`src/rtl/message_decoder.sv`:
```
// message_decoder: parses the received ASCII byte stream into FAULT/PICKUP/DEPOSIT/END events,
// rejecting malformed or stalled frames and resynchronising on the next '#'.
module message_decoder #(
  parameter int TIMEOUT_CYCLES = 50000
) (
  input  logic       clk_50M,
  input  logic       rst_n,
  input  logic [7:0] rx_byte,
  input  logic       rx_valid,
  output logic       msg_valid,
  output logic [1:0] msg_type,
  output logic [1:0] unit_id,
  output logic [1:0] su_id,
  output logic [1:0] block_id,
  output logic       frame_err,
  output logic [7:0] err_count,
  output logic       busy
);
  typedef enum logic [2:0] {IDLE, HDR1, HDR2, BODY, RESYNC} state_t;
  localparam logic [15:0] TMAX = 16'(TIMEOUT_CYCLES - 1);
  // Body templates from the '-' after the header; u = unit letter, n = SU digit, b = block digit
  localparam logic [79:0] T_F = {"-uSUn-#", 24'h0};
  localparam logic [79:0] T_P = {"-SU-Bb-#", 16'h0};
  localparam logic [79:0] T_D = "-uSUn-Bb-#";
  localparam logic [79:0] T_E = {"-#", 64'h0};
  state_t state, nstate;
  logic [1:0] typ, ntyp, un_s, su_s, bl_s;
  logic [3:0] pos, npos;
  logic [15:0] cnt;
  logic [79:0] tpl;
  logic [7:0] exp_c;
  logic byte_ok, tmo, hit, err, done;
  assign byte_ok = rx_valid && rx_byte != 8'h00;
  assign tmo = state != IDLE && cnt == TMAX;
  assign tpl = (typ == 2'd0 ? T_F : typ == 2'd1 ? T_P : typ == 2'd2 ? T_D : T_E) << {pos, 3'b000};
  assign exp_c = tpl[79:72];
  // In HDR1 a 'B' frame is provisionally PICKUP until 'P' or 'D' resolves it
  assign hit = state == HDR1 ? (typ == 2'd0 ? rx_byte == "I" : typ == 2'd3 ? rx_byte == "N" : rx_byte inside {"P", "D"})
             : state == HDR2 ? rx_byte == (typ == 2'd3 ? "D" : "M")
             : exp_c == "u" ? rx_byte inside {"E", "C", "R"}
             : exp_c inside {"n", "b"} ? rx_byte inside {"1", "2", "3", "4"}
             : rx_byte == exp_c;
  always_comb begin
    nstate = state;
    ntyp = typ;
    npos = pos;
    err = 1'b0;
    done = 1'b0;
    if (byte_ok)
      case (state)
        IDLE:
          if (rx_byte inside {"F", "B", "E"}) begin
            nstate = HDR1;
            ntyp = rx_byte == "F" ? 2'd0 : rx_byte == "B" ? 2'd1 : 2'd3;
          end else if (rx_byte != "#") begin
            err = 1'b1;
            nstate = RESYNC;
          end
        RESYNC: if (rx_byte == "#") nstate = IDLE;
        default:
          if (!hit) begin
            err = 1'b1;
            nstate = rx_byte == "#" ? IDLE : RESYNC;
          end else if (state == HDR1) begin
            nstate = HDR2;
            ntyp = (typ == 2'd1 && rx_byte == "D") ? 2'd2 : typ;
          end else if (state == HDR2) begin
            nstate = BODY;
            npos = 4'd0;
          end else if (exp_c == "#") begin
            done = 1'b1;
            nstate = IDLE;
          end else npos = pos + 4'd1;
      endcase
    else if (tmo) begin
      nstate = IDLE;
      err = state != RESYNC;
    end
  end
  always_ff @(posedge clk_50M or negedge rst_n)
    if (!rst_n) begin
      state <= IDLE;
      typ <= 2'd0;
      pos <= 4'd0;
      cnt <= 16'd0;
      un_s <= 2'd0;
      su_s <= 2'd0;
      bl_s <= 2'd0;
      msg_valid <= 1'b0;
      msg_type <= 2'd0;
      unit_id <= 2'd0;
      su_id <= 2'd0;
      block_id <= 2'd0;
      frame_err <= 1'b0;
      err_count <= 8'd0;
      busy <= 1'b0;
    end else begin
      state <= nstate;
      typ <= ntyp;
      pos <= npos;
      cnt <= (byte_ok || state == IDLE || tmo) ? 16'd0 : cnt + 16'd1;
      if (byte_ok && state == BODY && hit) begin
        if (exp_c == "u") un_s <= rx_byte == "E" ? 2'd0 : rx_byte == "C" ? 2'd1 : 2'd2;
        if (exp_c == "n") su_s <= rx_byte[1:0] - 2'd1;
        if (exp_c == "b") bl_s <= rx_byte[1:0] - 2'd1;
      end
      msg_valid <= done;
      frame_err <= err;
      busy <= nstate != IDLE;
      if (err && err_count != 8'hff) err_count <= err_count + 8'd1;
      if (done) begin
        msg_type <= typ;
        unit_id <= (typ == 2'd0 || typ == 2'd2) ? un_s : 2'd0;
        su_id <= (typ == 2'd0 || typ == 2'd2) ? su_s : 2'd0;
        block_id <= (typ == 2'd1 || typ == 2'd2) ? bl_s : 2'd0;
      end
    end
endmodule

```
`config.mk`:
```
export PLATFORM = sky130hd
export DESIGN_NAME = message_decoder
export DESIGN_NICKNAME = d
export VERILOG_FILES = /design/src/rtl/message_decoder.sv
export SDC_FILE = /design/constraint.sdc
export NUM_CORES = 1
export LEC_CHECK = 0
export ABC_AREA = 1
export CORE_MARGIN = 1
export CORE_UTILIZATION = 50
export DETAILED_ROUTE_END_ITERATION = 6
export PLACE_DENSITY = 0.75
export SLEW_MARGIN = 40
export SYNTH_ARGS = -nofsm -noshare
export SYNTH_HDL_FRONTEND = slang
export SYNTH_SLANG_ARGS = --single-unit
```
`constraint.sdc`:
```
create_clock -name clk_50M -period 2.85 [get_ports clk_50M]
set_input_delay 0.4275 -clock clk_50M [delete_from_list [all_inputs] [get_ports clk_50M]]
set_output_delay 0.4275 -clock clk_50M [all_outputs]
set_load 0.005 [all_outputs]
```
==> results.yml, run 1 <==
outcome:
  status: "completed"
placed_design:
  dp.final_hpwl_um: 6320
  place_area_um2: 3960
  dp_worst_setup_slack_ns: -0.0638
  globalplace.congestion: 0.944
  dp.cells: 593
  portBuffers: 29
route:
  routed_wirelength_um: 8490
  ant_nets: 0
  route.detailed.wl_per_inst_um: 14.0
  drtPass1Iterations: 5
  drc: 0
  avgViaCountPerCell: 5.65
  vias: 3436
  drt_iter0_drc: 287
worst_setup_path:
  crit_type: "reg -> reg"
  path_max_fanout: 5
  start_kind: "register"
  r2r_cells: 19
  rrSetupSlack_ns: 0.16
  critPathCaptureType: "register"
  required_ns: 3.04
  reg2reg_from: "typ[1]"
  worstPathArrival_ns: 2.89
  r2r_end: "bl_s[1]"
finish:
  final_common_cell: "nand2_1"
  num-fill-cells: 559
  drive_above_1_share_pct: 17.1
  diodes: 0
  layout_common_cells: "nand2_1 (117), inv_1 (50), dfrtp_1 (50), nand3_1 (49), nor2_1 (41)"
  syn_to_final_growth_pct: 22.3
  final_nets: 554
  finalNonFillerCells: 608
  final_area_um2: 4220
die:
  initial_core_util_pct: 53.1
  core_area_um2: 6490
  die_w_um: 85.0
  rows: 29
  chipHeight_um: 85.0
  die_area_um2: 7230
  ios: 30
synth:
  synth_top_cell_area_share_pct: 36.3
  synth_compound_gate_area_share_pct: 10.7
  synth-simple-area-share_pct: 38.0
  yosysSeqAreaShare_pct: 36.3
  synth-async-reset-ratio_pct: 100
  syn-cell-area_um2: 3450
  synthCells: 469
  muxShareOfSynthArea_pct: 0
  synth_cell_types: 42
  synth_edf_count: 0
  synth-xor-area-share_pct: 2.29
  yosys-top-cells-area: "dfrtp_1 (36%), nand2_1 (13%), nand3_1 (7.3%), inv_1 (5.7%), ha_1 (4.7%)"
  synth_nets: 493
  synth_top_family_by_area: "simple AND/OR/NAND/NOR gates"
  avgSynthCellArea_um2: 7.35
  ys.flop_type: "dfrtp_1"
  synthAdderAreaFrac_pct: 4.72
  ys_ff_latch: 50
  yosys_warnings: 0
  yosys.area.top_type: "dfrtp_1"
timing:
  setup_viol: 0
  period_share_pct: 94.5
  period_minus_slack_ns: 2.69
  fin_setup_tns_ns: 0
  finalClockSkew_ns: 0.00738
  fmax_mhz: 371
  hold_viol: 0
  maxSlewHeadroom_pct: 65.1
  timing.final.ws_setup_ns: 0.156
  slew_violations: 0
  worst_slew_pin_slew_ns: 0.524
flow_run:
  cap_violations: 0
power_and_ir_drop:
  power.density_nw_per_um2: 372
  leakagePower_nw: 2.02
  p_total_mw: 1.57
  ir_drop_mv: 0.220
clocking:
  cts_made_buffers: 5
  path_clk_slew_ns: 0.09
  clockBufferDepth: 2
  h-tree-depth: 2
  cts-root-buf: "clkbuf_8"
  clkLatencyLatePin_ns: 0.30
  cts_tree: "built"
  cts_sinks: 50
min_path:
  min_path_type: "in -> async"
grt:
  grt_pass1_vias: 3124
  grtUsageTotal_pct: 24.7
  antenna_found_initial: 0
  grt_first_pass_wirelength_um: 14400
  overflow: 0
  grt_max_degree: 27
-- registers in the layout, indices dropped and copies added, names as in the netlist --
| register | cells |
|---|---|
| err_count | 8 |
| su_id | 2 |
| bl_s | 2 |
| su_s | 2 |
| block_id | 2 |
| pos | 4 |
| state | 3 |
| frame_err | 1 |
| busy | 1 |
| msg_valid | 1 |
| unit_id | 2 |
| typ | 2 |
| un_s | 2 |
| cnt | 16 |
| msg_type | 2 |
-- area by class of cell --
cell class,instances,area [um^2],share of cell area [%]
tap,77,96.3,2.28
sequential,50,1250,29.7
timing repair buffer,60,522,12.4
multi-input combinational,357,2020,48.0
clock inverter,1,8.76,0.208
clock buffer,7,96.3,2.28
inverter,56,218,5.16
-- layer usage --
metal | wire, um | GRT usage (%) | part of all wire [%]
met1 | 3900 | 34.8 | 46
met2 | 3980 | 40.0 | 47
met3 | 453 | 3.79 | 5.3
met4 | 157 | 5.86 | 1.8
met5 | 0 | 0 | 0
-- cell families after synthesis --
group	Yosys count
flip-flops	50
AO/OA/AOI/OAI	57
XOR/XNOR	9
buffers and inverters	63
AND/OR/NAND/NOR	277
adder cells (fa/ha/maj)	13
-- worst max-delay path by stage --
stage,startpoint,end,slack (ns),depth (start not counted)
finish,typ[1],bl_s[1],0.16,19
detailed placement,rx_byte[6],msg_type[1],-0.06,16
floorplan,typ[0],su_id[0],0.41,21
global placement,rx_byte[6],su_id[0],0.003,16
global route,typ[1],bl_s[1],-0.03,19
CTS,typ[1],bl_s[1],0.02,19
-- synthesized netlist by cell type (all sizes together), types with 6 or more instances --
library cell / count
nand3: 56
nand2: 126
nor2: 46
o21ai: 34
dfrtp: 50
nor3: 16
nor3b: 6
inv: 56
buf: 6
ha: 13
a21oi: 15
nand4: 19
-- metrics by stage --
step | util (%) | hold slack [ns]
3_5_place_dp | 60.9 | 0.444
3_3_place_gp | 60.9 | 0.442
4_1_cts | 62.6 | 0.112
5_1_grt | 64.9 | 0.139
6_report | 64.9 | 0.0857
2_1_floorplan | - | 0.132
-- critical path, cell delays in order, from the launching register on --
cell and delay (ns):
dfrtp_1 0.45, buf_4 0.16, ha_2 0.20, o21ai_0 0.16, nand2_1 0.06, nand2_1 0.06
nand2_1 0.04, nand2_1 0.14, nand2_2 0.13, nand2_1 0.08, nand3_1 0.07, nor2_1 0.09
nand3_1 0.08, nand2_1 0.08, nand2_2 0.08, a21boi_4 0.25, buf_6 0.16, nand4_4 0.11
nand2_2 0.09, o21ai_1 0.07
-- where the power goes --
| group | total, mW | internal [mW] | switching, mW |
|---|---|---|---|
| Sequential | 0.795 | 0.746 | 0.0492 |
| Clock | 0.461 | 0.223 | 0.238 |
| Combinational | 0.311 | 0.150 | 0.161 |
-- timing repair --
item	CTS	global route
gates resized for setup	1	23
buffers inserted	0	6
endpoints found under the setup margin	1	30
pin swaps	0	2
hold buffers	0	0
gates cloned	0	1
(Power assumes the default switching activity.)
==> inputs of run 2 (changes only) <==
==> constraint.sdc (replaced) <==
create_clock -name clk_50M -period 2.85 [get_ports clk_50M]
set_input_delay 0.4275 -clock clk_50M [delete_from_list [all_inputs] [get_ports clk_50M]]
set_output_delay 0.4275 -clock clk_50M [all_outputs]
set_load 0.02 [all_outputs]
==> results of run 2 <==
Same layout as run 1 (identical final DEF). Status: completed.
Among the figures that moved: total power 1.57 mW -> 1.60 mW; worst IR drop on VDD 0.220 mV -> 0.231 mV
==> inputs of run 3 (changes only) <==
--- a/config.mk
+++ b/config.mk
@@ -5,11 +5,10 @@
 export SDC_FILE = /design/constraint.sdc
 export NUM_CORES = 1
 export LEC_CHECK = 0
-export ABC_AREA = 1
 export CORE_MARGIN = 1
 export CORE_UTILIZATION = 50
 export DETAILED_ROUTE_END_ITERATION = 6
-export PLACE_DENSITY = 0.75
+export PLACE_DENSITY = 0.74
 export SLEW_MARGIN = 40
 export SYNTH_ARGS = -nofsm -noshare
 export SYNTH_HDL_FRONTEND = slang
==> run 3 against run 2 <==
  * The run now ends with setup timing left
  * Worst hold slack better by 0.012 ns
  * Fmax is 23% lower
  * Synthesized cell count is 15% lower
  * Critical path depth is 7 lower
  * Core utilization is 9.8 points higher
  * Worst setup slack worse by 0.79 ns
  * Combinational power is 18% higher
  * Wire length is 20% higher
  * Clock power is 6.9% higher
  * Area after synthesis is 3.5% higher
  * Highest routed layer unchanged
==> results.yml, run 3 <==
outcome:
  status: "finished, violations left"
  violations: "setup timing"
timing:
  timing.final.ws_setup_ns: -0.631
  fmax_mhz: 287
  rsz0062_at_grt: "true"
  worst_slew_pin_slew_ns: 0.534
  setup_viol: 34
  fin_setup_tns_ns: -14.31
  finalClockSkew_ns: 0.00515
  holdWs_ns: 0.0973
  maxSlewHeadroom_pct: 64.4
  hold_viol: 0
  period_share_pct: 122
  period_minus_slack_ns: 3.48
  slew_violations: 0
route:
  avgViaCountPerCell: 5.77
  vias: 3572
  ant_nets: 0
  drtPass1Iterations: 5
  drt_iter0_drc: 323
  routed_wirelength_um: 10200
  route.detailed.wl_per_inst_um: 16.4
  drc: 0
flow_run:
  cap_violations: 0
worst_setup_path:
  start_kind: "register"
  rrSetupSlack_ns: -0.63
  critPathCaptureType: "register"
  required_ns: 3.03
  crit_type: "reg -> reg"
  r2r_cells: 12
  worstPathArrival_ns: 3.66
  path_max_fanout: 3
  r2r_end: "busy"
  reg2reg_from: "typ[1]"
die:
  ios: 30
  initial_core_util_pct: 52.3
  die_area_um2: 7480
  chipHeight_um: 86.5
  rows: 30
  core_area_um2: 6830
  die_w_um: 86.5
placed_design:
  portBuffers: 29
  dp.final_hpwl_um: 7380
  dp.cells: 598
  globalplace.congestion: 0.960
  dp_worst_setup_slack_ns: -0.774
  place_area_um2: 4680
min_path:
  min_path_type: "in -> async"
clocking:
  cts-root-buf: "clkbuf_8"
  cts_sinks: 50
  path_clk_slew_ns: 0.09
  h-tree-depth: 2
  cts_tree: "built"
  cts_made_buffers: 5
  clockBufferDepth: 2
  clkLatencyLatePin_ns: 0.30
synth:
  synth_edf_count: 0
  yosys_warnings: 0
  avgSynthCellArea_um2: 8.95
  ys_ff_latch: 50
  syn-cell-area_um2: 3570
  synth_nets: 423
  synthAdderAreaFrac_pct: 4.56
  synth_top_cell_area_share_pct: 35.1
  synth_cell_types: 73
  yosys-top-cells-area: "dfrtp_1 (35%), ha_1 (4.6%), nor2_1 (4.2%), xnor2_1 (3.9%), nand3_1 (2.5%)"
  muxShareOfSynthArea_pct: 4.28
  synth_top_family_by_area: "simple AND/OR/NAND/NOR gates"
  synth-xor-area-share_pct: 5.89
  yosys.area.top_type: "dfrtp_1"
  synth-async-reset-ratio_pct: 100
  synth_compound_gate_area_share_pct: 18.3
  synth-simple-area-share_pct: 26.8
  ys.flop_type: "dfrtp_1"
  synthCells: 399
  yosys-top-cells-count: "dfrtp_1 (50), nor2_1 (40), nand2_1 (23)"
  yosysSeqAreaShare_pct: 35.1
  yosysMostFrequentCell: "dfrtp_1"
finish:
  layout_common_cells: "buf_4 (98), dfrtp_1 (50), nor2_1 (40), clkdlybuf4s50_1 (28), nand2_1 (22)"
  fin_util_pct: 74.7
  drive_above_1_share_pct: 33.8
  top_regs: "cnt: 16 flops, err_count: 8 flops, pos: 4 flops"
  final_nets: 546
  largest_register_ffs: 16
  top_register: "cnt"
  syn_to_final_growth_pct: 43.0
  finalNonFillerCells: 619
  final_common_cell: "buf_4"
  final_area_um2: 5100
  diodes: 0
grt:
  overflow: 0
  antenna_found_initial: 0
  grt_pass1_vias: 3375
  grtUsageTotal_pct: 27.1
  grt_first_pass_wirelength_um: 16000
  grt_max_degree: 27
power_and_ir_drop:
  leakagePower_nw: 2.20
  power.density_nw_per_um2: 334
  p_total_mw: 1.70
  ir_drop_mv: 0.412
## run 3: layout make-up
class	count	area [um^2]
clock buffers	7	76.3
clock inverters	1	30.0
fillers	498	1730
inverters	20	80.1
multi-input cells	307	2390
flip-flops and latches	50	1250
well taps	96	120
repair buffers	138	1150
## run 3: how the worst max path moves through the flow
stage	from	endpoint	slack, ns	cells past startpoint
floorplan	typ[0]	su_s[0]	-0.76	13
global placement	rx_byte[1]	su_s[0]	-0.66	13
detailed placement	rx_byte[1]	su_s[0]	-0.77	13
CTS	typ[1]	su_s[0]	-0.60	13
global route	typ[0]	busy	-0.77	12
finish	typ[1]	busy	-0.63	12
## run 3: kinds of logic after synthesis
group	after synthesis
DFF	50
xor gates and xnor gates	24
AOI/OAI and AO/OA	86
adders and majority gates	13
buffers and inverters	42
and+or+nand+nor	170
muxes	14
## run 3: repair_timing
action | 4_1_cts | 5_1_grt
hold buffers | 0 | 0
hold endpoints to repair | 0 | 0
pin swaps | 17 | 9
resized for setup | 22 | 24
setup endpoints to repair | 34 | 34
buffers inserted | 6 | 7
## run 3: per-layer routing
layer  share of wire [%]  up-vias  track usage (%)
li1                    -     1705                -
met1                  45     1716             38.0
met2                  48      134             43.7
met3                 5.4       17             4.00
met4                 2.0        0             7.88
met5                   0        -                0
## run 3: worst max-delay path, cell delays in order, from the launching register on
cell and delay, ns:
dfrtp_1 0.42, inv_2 0.09, ha_4 0.17, buf_4 0.13, or3b_4 0.42, a32oi_2 0.28, nor3_1 0.07, or4b_2 0.69
or2_4 0.28, buf_4 0.14, a21oi_1 0.16, o21ai_0 0.14, or3_1 0.38
## run 3: where the power goes
| group | switching, mW | internal (mW) | total [mW] |
|---|---|---|---|
| clock | 0.230 | 0.263 | 0.493 |
| sequential | 0.0518 | 0.747 | 0.799 |
| combinational | 0.200 | 0.211 | 0.411 |
| total | 0.483 | 1.22 | 1.70 |
